File: config.mk
export PLATFORM = sky130hd
export DESIGN_NAME = led_share_arbiter
export DESIGN_NICKNAME = d
export VERILOG_FILES = /design/src/rtl/debug_pkg.sv /design/src/rtl/rr_priority_pick.sv /design/src/rtl/led_share_arbiter.sv
export SDC_FILE = /design/constraint.sdc
export NUM_CORES = 1
export LEC_CHECK = 0
export BUFFER_PORTS_ARGS = -buffer_cell sky130_fd_sc_hd__clkbuf_2
export CORE_MARGIN = 1
export CORE_UTILIZATION = 55
export CTS_CLUSTER_DIAMETER = 60
export DETAILED_ROUTE_END_ITERATION = 8
export GPL_TIMING_DRIVEN = 0
export PLACE_DENSITY = 0.83
export SKIP_LAST_GASP = 1
export SLEW_MARGIN = 20
export SYNTH_ARGS = -nofsm -noshare
export SYNTH_HDL_FRONTEND = slang
export SYNTH_SLANG_ARGS = --single-unit
File: constraint.sdc
create_clock -name clk -period 3.55 [get_ports clk]
set_input_delay 0.5325 -clock clk [delete_from_list [all_inputs] [get_ports clk]]
set_output_delay 0.5325 -clock clk [all_outputs]
set_load 0.05 [all_outputs]
File: src/rtl/debug_pkg.sv
// Shared types and constants for the debug-display blocks.
// Holds the arbiter state encoding, the index-width helper and the default dwell length.
package debug_pkg;

    typedef enum logic [1:0] {
        IDLE,
        HOLD,
        OPEN,
        PIN
    } arb_state_t;

    // About one second of dwell at 50 MHz.
    localparam int unsigned DEFAULT_HOLD_CYCLES = 1024 * 1024 * 50;

    function automatic int unsigned idx_width(input int unsigned n);
        return (n > 1) ? $clog2(n) : 1;
    endfunction

endpackage

File: src/rtl/rr_priority_pick.sv
// Combinational round-robin picker: scans req upward from start with wrap-around,
// optionally skipping one excluded index, and returns the first hit.
module rr_priority_pick
    import debug_pkg::*;
#(
    parameter int unsigned N_REQ = 4,
    localparam int unsigned IW   = idx_width(N_REQ)
) (
    input  logic [N_REQ-1:0] req,
    input  logic [IW-1:0]    start,
    input  logic [IW-1:0]    excl,
    input  logic             excl_en,
    output logic             valid,
    output logic [IW-1:0]    winner
);

    int          pos;
    logic [IW-1:0] pos_idx;

    // NOTE: every variable assigned in this block gets a default first, so no latch is inferred.
    always_comb begin
        valid   = 1'b0;
        winner  = '0;
        pos     = 0;
        pos_idx = '0;
        for (int i = 0; i < int'(N_REQ); i++) begin
            pos = int'(start) + i;
            if (pos >= int'(N_REQ)) begin
                pos = pos - int'(N_REQ);
            end
            pos_idx = IW'(pos);
            if (!valid && req[pos_idx] && !(excl_en && (pos_idx == excl))) begin
                valid  = 1'b1;
                winner = pos_idx;
            end
        end
    end

endmodule

File: src/rtl/led_share_arbiter.sv
// Round-robin owner arbitration for the shared 8-LED debug display with a minimum dwell.
// Define LED_ARB_PIN_EN to compile the click-driven pin (freeze owner) feature.
module led_share_arbiter
    import debug_pkg::*;
#(
    parameter int unsigned WIDTH       = 8,
    parameter int unsigned N_REQ       = 4,
    parameter int unsigned HOLD_CYCLES = DEFAULT_HOLD_CYCLES
) (
    input  logic                      clk,
    input  logic                      i_reset,
    input  logic [N_REQ-1:0]          i_req,
    input  logic [WIDTH-1:0]          i_data [N_REQ-1:0],
    input  logic                      i_click,
    output logic [N_REQ-1:0]          o_grant,
    output logic [$clog2(N_REQ)-1:0]  o_owner,
    output logic [WIDTH-1:0]          o_led,
    output logic                      o_pinned,
    output logic                      o_busy
);

    localparam int unsigned IW = idx_width(N_REQ);
    localparam int unsigned CW = $clog2(HOLD_CYCLES + 1);

    arb_state_t      state_q, state_d;
    logic [IW-1:0]   owner_q, owner_d;
    logic [IW-1:0]   last_q, last_d;
    logic [CW-1:0]   cnt_q, cnt_d;
    logic [N_REQ-1:0] grant_q, grant_d;
    logic [WIDTH-1:0] led_q, led_d;
    logic            busy_q, busy_d;
    logic            click_rise;

    logic            pick_valid;
    logic [IW-1:0]   pick_idx;
    logic [IW-1:0]   pick_start;

    // Scan starts just past the previous owner; the current owner is never re-picked.
    assign pick_start = (last_q == IW'(N_REQ - 1)) ? '0 : last_q + IW'(1);

    rr_priority_pick #(.N_REQ(N_REQ)) u_pick (
        .req     (i_req),
        .start   (pick_start),
        .excl    (owner_q),
        .excl_en (state_q != IDLE),
        .valid   (pick_valid),
        .winner  (pick_idx)
    );

`ifdef LED_ARB_PIN_EN
    logic click_q, click_d;
    logic click_prev_q, click_prev_d;

    assign click_d      = i_click;
    assign click_prev_d = click_q;
    assign click_rise   = click_q & ~click_prev_q;

    always_ff @(posedge clk or negedge i_reset) begin
        if (!i_reset) begin
            click_q      <= 1'b0;
            click_prev_q <= 1'b0;
        end else begin
            click_q      <= click_d;
            click_prev_q <= click_prev_d;
        end
    end

    assign o_pinned = (state_q == PIN);
`else
    logic unused_click;
    assign unused_click = i_click;
    assign click_rise   = 1'b0;
    assign o_pinned     = 1'b0;
`endif

    always_comb begin
        state_d = state_q;
        owner_d = owner_q;
        last_d  = last_q;
        cnt_d   = cnt_q;
        case (state_q)
            IDLE: begin
                if (pick_valid) begin
                    state_d = HOLD;
                    owner_d = pick_idx;
                    last_d  = pick_idx;
                    cnt_d   = '0;
                end
            end
            HOLD: begin
                if (click_rise) begin
                    state_d = PIN;
                end else begin
                    cnt_d = cnt_q + CW'(1);
                    if (cnt_q == CW'(HOLD_CYCLES - 1)) begin
                        state_d = OPEN;
                    end
                end
            end
            OPEN: begin
                // A pin request takes precedence over any re-arbitration this cycle.
                if (click_rise) begin
                    state_d = PIN;
                end else if (pick_valid) begin
                    state_d = HOLD;
                    owner_d = pick_idx;
                    last_d  = pick_idx;
                    cnt_d   = '0;
                end else if (!i_req[owner_q]) begin
                    state_d = IDLE;
                end
            end
`ifdef LED_ARB_PIN_EN
            PIN: begin
                if (click_rise) begin
                    state_d = OPEN;
                end
            end
`endif
            default: state_d = IDLE;
        endcase
    end

    always_comb begin
        busy_d  = (state_d != IDLE);
        grant_d = '0;
        led_d   = '0;
        if (busy_d) begin
            grant_d[owner_d] = 1'b1;
            led_d            = i_data[owner_d];
        end
    end

    // NOTE: sequential state is updated with non-blocking assignments only.
    always_ff @(posedge clk or negedge i_reset) begin
        if (!i_reset) begin
            state_q <= IDLE;
            owner_q <= '0;
            last_q  <= IW'(N_REQ - 1);
            cnt_q   <= '0;
            grant_q <= '0;
            led_q   <= '0;
            busy_q  <= 1'b0;
        end else begin
            state_q <= state_d;
            owner_q <= owner_d;
            last_q  <= last_d;
            cnt_q   <= cnt_d;
            grant_q <= grant_d;
            led_q   <= led_d;
            busy_q  <= busy_d;
        end
    end

    assign o_grant = grant_q;
    assign o_owner = owner_q;
    assign o_led   = led_q;
    assign o_busy  = busy_q;

endmodule

# Word level (Yosys, flattened, before mapping)

Index checks and enable logic that the tools add are counted.

Output and inout bits: 16
Input bits: 39
Logic and storage cells: 100
Register bits: 45

$lt $le $gt $ge: 11
Mux-type cells: 38
Reduce and logical (&&, ||, !) cells: 26
Equality and inequality tests: 9
$add $sub $neg: 9

Operators by type and width:

| operator                                                                     | count |
|---|---|
| 26-bit one-hot mux with 2 select lines                                       | 1 |
| 2-bit 2-to-1 mux                                                             | 15 |
| 26-bit by 1-bit adder with 26-bit output, second input constant              | 1 |
| 26-bit equality test, second input constant                                  | 1 |
| 26-bit 2-to-1 mux                                                            | 1 |
| 2-bit by 3-bit less-than comparator with 1-bit output, second input constant | 6 |
| 8-bit binary-select mux with 2-bit select                                    | 1 |
| 8-bit 2-to-1 mux                                                             | 2 |
| 1-bit logical AND                                                            | 12 |
| 1-bit binary-select mux with 2-bit select                                    | 5 |
| 1-bit 2-to-1 mux                                                             | 10 |
| 3-bit >= comparator, second input constant                                   | 3 |
| 2-bit equality test                                                          | 4 |
| 2-bit by 1-bit subtractor with 2-bit output, second input constant           | 4 |
| 1-bit zero test                                                              | 7 |
| 2-bit by 2-bit adder with 3-bit output, second input constant                | 2 |
| 2-bit one-hot mux with 3 select lines                                        | 1 |
| 2-bit nonzero test                                                           | 3 |
| 2-bit equality test, second input constant                                   | 2 |
| 4-bit 2-to-1 mux                                                             | 1 |
| 2-bit AND reduction                                                          | 2 |
| 2-bit by 1-bit adder with 3-bit output, second input constant                | 1 |
| 2-bit by 3-bit >= comparator with 1-bit output, second input constant        | 1 |
| 2-bit by 1-bit adder with 2-bit output, second input constant                | 1 |
| 6 further kinds                                                              | 6 |

# Logic depth before layout (Yosys ltp)

Depth in word-level cells: 28
Mapped depth: 11
Mapped depth without buffers: 8

# Modules after synthesis

From an unflattened synthesis, not the netlist that was laid out.

Cell total of the unflattened synthesis: 224
Area, all modules: 2468.6 µm²

By module, submodules not included:

| module            | sequential area each (µm²) | times used | area each (µm²) | cells each |
|---|---|---|---|---|
| led_share_arbiter | 1128.6                     | 1          | 2309.7          | 203 |
| rr_priority_pick  | 0.0                        | 1          | 158.9           | 21 |

# Worst setup path before layout

Ideal clock, no wire load.

Kind: reg-to-reg
Start point: reg last_q[0]
End point: reg led_q[0] (netlist: o_led[0])
Setup time: 0.134 ns
Stages on the path, launching flop included: 12
Required time: 3.416 ns
Path buffers: 3
Setup slack: 0.901 ns
Data arrival time: 2.515 ns
Clock period less this slack: 2.649 ns
Cell sequence: dfstp_2 > ha_1 > buf_6 > xor2_1 > a311oi_2 > nor2_1 > a31o_2 > a22oi_2 > buf_6 > buf_12 > mux2i_1 > o22ai_1

Longest elaborated chain between the ends: 26
Elaborated cells between the ends (all ways): 65
Those cells by class: 8 x add/sub; 4 x order compare; 5 x eq/ne; 29 x mux; 19 x reduce/logical

Ends and longest elaborated chain:

| item                                                                            | RTL line                 | text |
|---|---|---|
| from (decl)                                                                     | led_share_arbiter.sv:27  | `logic [IW-1:0] last_q, last_d;` |
| from (signal assigned)                                                          | led_share_arbiter.sv:139 | `last_q <= IW'(N_REQ - 1);` |
| from (signal assigned)                                                          | led_share_arbiter.sv:147 | `last_q <= last_d;` |
| 2-bit by 1-bit adder with 2-bit output or 2-bit equality test (tied branches)   | led_share_arbiter.sv:39  | `assign pick_start = (last_q == IW'(N_REQ - 1)) ? '0 : last_q + IW'(1);` |
| 2-bit 2-to-1 mux (*)                                                            | led_share_arbiter.sv:39  |  |
| branches (longest 23 deep; another with 2-bit by 1-bit adder with 3-bit output) | --                       |  |
| 8-bit 2-to-1 mux (*)                                                            | led_share_arbiter.sv:128 | `if (busy_d) begin` |
| net led_d[0]                                                                    | led_share_arbiter.sv:30  | `logic [WIDTH-1:0] led_q, led_d;` |
| to (signal assigned)                                                            | led_share_arbiter.sv:150 | `led_q <= led_d;` |
| to (decl)                                                                       | led_share_arbiter.sv:30  |  |

Mark *: on every way through the listed nets, which the timed path passes. The select of a mux whose other input is x is not followed.
A chain may end at the register's enable or synchronous reset.

# Worst setup path in the final report

Start point: reg last_q[1]
End point: reg led_q[4] (netlist: o_led[4])

The elaborated chain is that of the path after synthesis.

==> results.cfg <==
[final_layout]
drive_gt1_share_pct = 25.5
regArea_mm2 = 0.00113
fin_nets = 371
n_antenna_cell = 0
syn_to_final_growth_pct = 16.0
multi_input_area_mm2 = 0.00136
fin_area_mm2 = 0.00302
fill_cells = 358

[detailed_routing]
dr.pass1.iters = 5
drt_iter0_markers = 241
viasPerCell = 6.00
wl_mm = 5.55
wl_per_cell_um = 14.5
vias = 2291
antenna_left = 0
route.detailed.drc = 0

[power]
p_int_uw = 1460
cellPowerDensity_mw_per_mm2 = 926
p_switching_uw = 1340
power_frac_comb_pct = 57.2
pwr-share-seq_pct = 31.4
p_leak_uw = 0.00136
vdd_ir_drop_max_v = 0.000511
sw_frac_of_total_pct = 47.9
pwr-share-clk_pct = 11.5

[critical_path]
path_class = flip-flop to flip-flop
cp.arrival_ns = 3.21
cp_slowest_cell = dfstp_2
path_buf_inv = 3
cpMostUsedCell = buf_6
critPathMaxFanout = 10
rr_endpoint = o_led[4]
critPathTopFamily = compound AO/OA/AOI/OAI gates
crit_chain = ha_1 -> buf_6 -> xor2_1 -> a311oi_2 -> nor2_1 -> a31o_2 -> a22oi_2 -> buf_6 -> buf_12 -> mux2i_1 -> o22ai_1
cpPeakStageDelay_ns = 0.54
rrSetupSlack_ns = 0.51
timing.rr.start = last_q[1]
worst_r2r_path_depth = 11
cp-end-kind = flip-flop
worstPathRequired_ns = 3.72
critPathLaunchType = flip-flop

[min_path]
hp-class = primary input to async pin

[die]
die_w_um = 70.8
die_area_mm2 = 0.00502
dieHeight_um = 70.8
start_util_pct = 58.6
num_rows = 24
core_area_mm2 = 0.00444
io-pin-count = 55

[cts]
root_buffer = clkbuf_8
clk_pin_slew_worst_paths_ns = 0.08
cts_tree = built
ctsResizeCount = 0
cts_setup_buffers = 0
insertion_delay_ns = 0.30
cts_max_level = 2
cts.sinks = 45
cts_buffer_depth = 2
cts_hold_buf = 0
cts_buffers = 5

[grt]
antenna_found_initial = 0
grt_pass1_wl_mm = 9.56
grt.overflow.total = 0
grt_max_degree = 46
grt_usage_pct = 23.9
grt_pass1_vias = 2141

[synth]
synth_mux_area_share_pct = 9.31
yosysMostFrequentCell = dfrtp_1
ys_async_sr_fraction_pct = 100
ys.flop_type = dfrtp_1
synth.largest_area_cell = dfrtp_1
synth_fp_nets = 312
yosys-top-cells-area = dfrtp_1 (41%), mux2i_1 (8.4%), o21ai_0 (4.4%)
synth_top_family_by_area = compound AO/OA/AOI/OAI gates
synthAdderAreaFrac_pct = 0.960
synthCells = 271
ys_seq_area_share_pct = 43.3
synthXorXnorAreaFrac_pct = 3.02
ys_ff_latch = 45
postSynthAreaPerCell_um2 = 9.62
yosys_warnings = 0
synth_commonest_cells = dfrtp_1 (43), o21ai_0 (23), mux2i_1 (22), nor2_1 (22), nand2_1 (20)
syn_area_mm2 = 0.00261
synth_edf_count = 0
synth_compound_area_share_pct = 20.5
synth-simple-area-share_pct = 18.3
ys_types = 55
synth_top_area_share_pct = 41.3

[sta]
finalMaxSlewViolations = 0
rsz0062_at_grt = no
fin_hold_ws_ns = 0.218
worst_slack_ns = 0.507
setup_violations = 0
skew_ns = 0.00609
max_freq_ghz = 0.329
worstMarginPinSlew_ns = 0.708
max_slew_margin_pct = 52.6
fin_crit_sh_pct = 85.7
setup_tns_ns = 0
hold_viol = 0
period_needed_ns = 3.04

[outcome]
status = finished, final reports clean

[flow_run]
cap_violations = 0

[place]
io_buffers = 52
place_area_mm2 = 0.00293
pre_cts_slack_ns = 0.559
dp_hpwl_mm = 4.09
globalplace.congestion = 0.941
## layer usage
| layer | share of wire, % | global-route usage [%] | up-vias |
|---|---|---|---|
| met5 | 0 | 0 | - |
| met4 | 1.9 | 8.44 | 0 |
| met3 | 5.4 | 4.27 | 13 |
| met2 | 46 | 38.9 | 76 |
| met1 | 46 | 32.5 | 1073 |
| li1 | - | - | 1129 |
## cell families (layout without fill, tap and decap cells)
group,count (synthesis),after routing
other,1,1
adder cells (fa/ha/maj),2,2
XOR/XNOR,9,9
AND/OR/NAND/NOR,94,94
AO/OA/AOI/OAI,78,78
multiplexers,23,23
buffers and inverters,19,78
flip-flops,45,45
## cell usage in the layout (no fill, tap or decap), types with 3 or more instances in the layout
master / instances
a21oi_1: 10
a31oi_1: 5
and3_1: 3
and4_1: 3
buf_2: 6
clkbuf_1: 6
clkbuf_2: 51
clkbuf_8: 6
dfrtp_1: 43
mux2i_1: 22
nand2_1: 20
nand2b_1: 3
nand3_1: 17
nand4_1: 7
nor2_1: 22
o211ai_1: 4
o21a_1: 3
o21ai_0: 23
o22ai_1: 8
o31ai_1: 6
or2_2: 3
xor2_1: 7
## worst max-delay path by stage
stage | start | endpoint | depth (start not counted)
after CTS | last_q[1] | o_led[1] | 11
after detailed placement | last_q[1] | o_led[1] | 11
after global routing | last_q[1] | o_led[4] | 11
after global placement | last_q[1] | o_led[5] | 11
after floorplan | last_q[0] | o_led[0] | 11
final | last_q[1] | o_led[4] | 11
## metrics by stage
stage                     cells  total power (uW)  util [%]
after global routing        382              2980      68.0
after detailed placement    375              2470      66.0
after global placement      375              2430      66.0
after CTS                   382              2790      68.0
after floorplan             271              2130         -
final                       382              2800      68.0
## power groups by stage
stage / combinational, uW / clock (uW) / sequential (uW)
4_1_cts: 1590 / 330 / 875
3_3_place_gp: 1550 / 0 / 876
2_1_floorplan: 1010 / 0 / 1120
5_1_grt: 1720 / 346 / 907
3_5_place_dp: 1590 / 0 / 883
6_report: 1600 / 321 / 878
## registers in the layout, summed over array words and instances, names as in the netlist
signal	cells
state_q	2
o_owner	2
last_q	2
cnt_q	26
o_grant	4
o_led	8
o_busy	1
## area by class of cell
class                   count  area share, %
multi-input cells         207           45.1
flip-flops and latches     45           37.3
repair buffers             52           8.69
plain buffers              17           3.52
clock buffers               6           2.73
well taps                  52           2.15
clock inverters             1          0.248
inverters                   2          0.248
(Power assumes the default switching activity.)
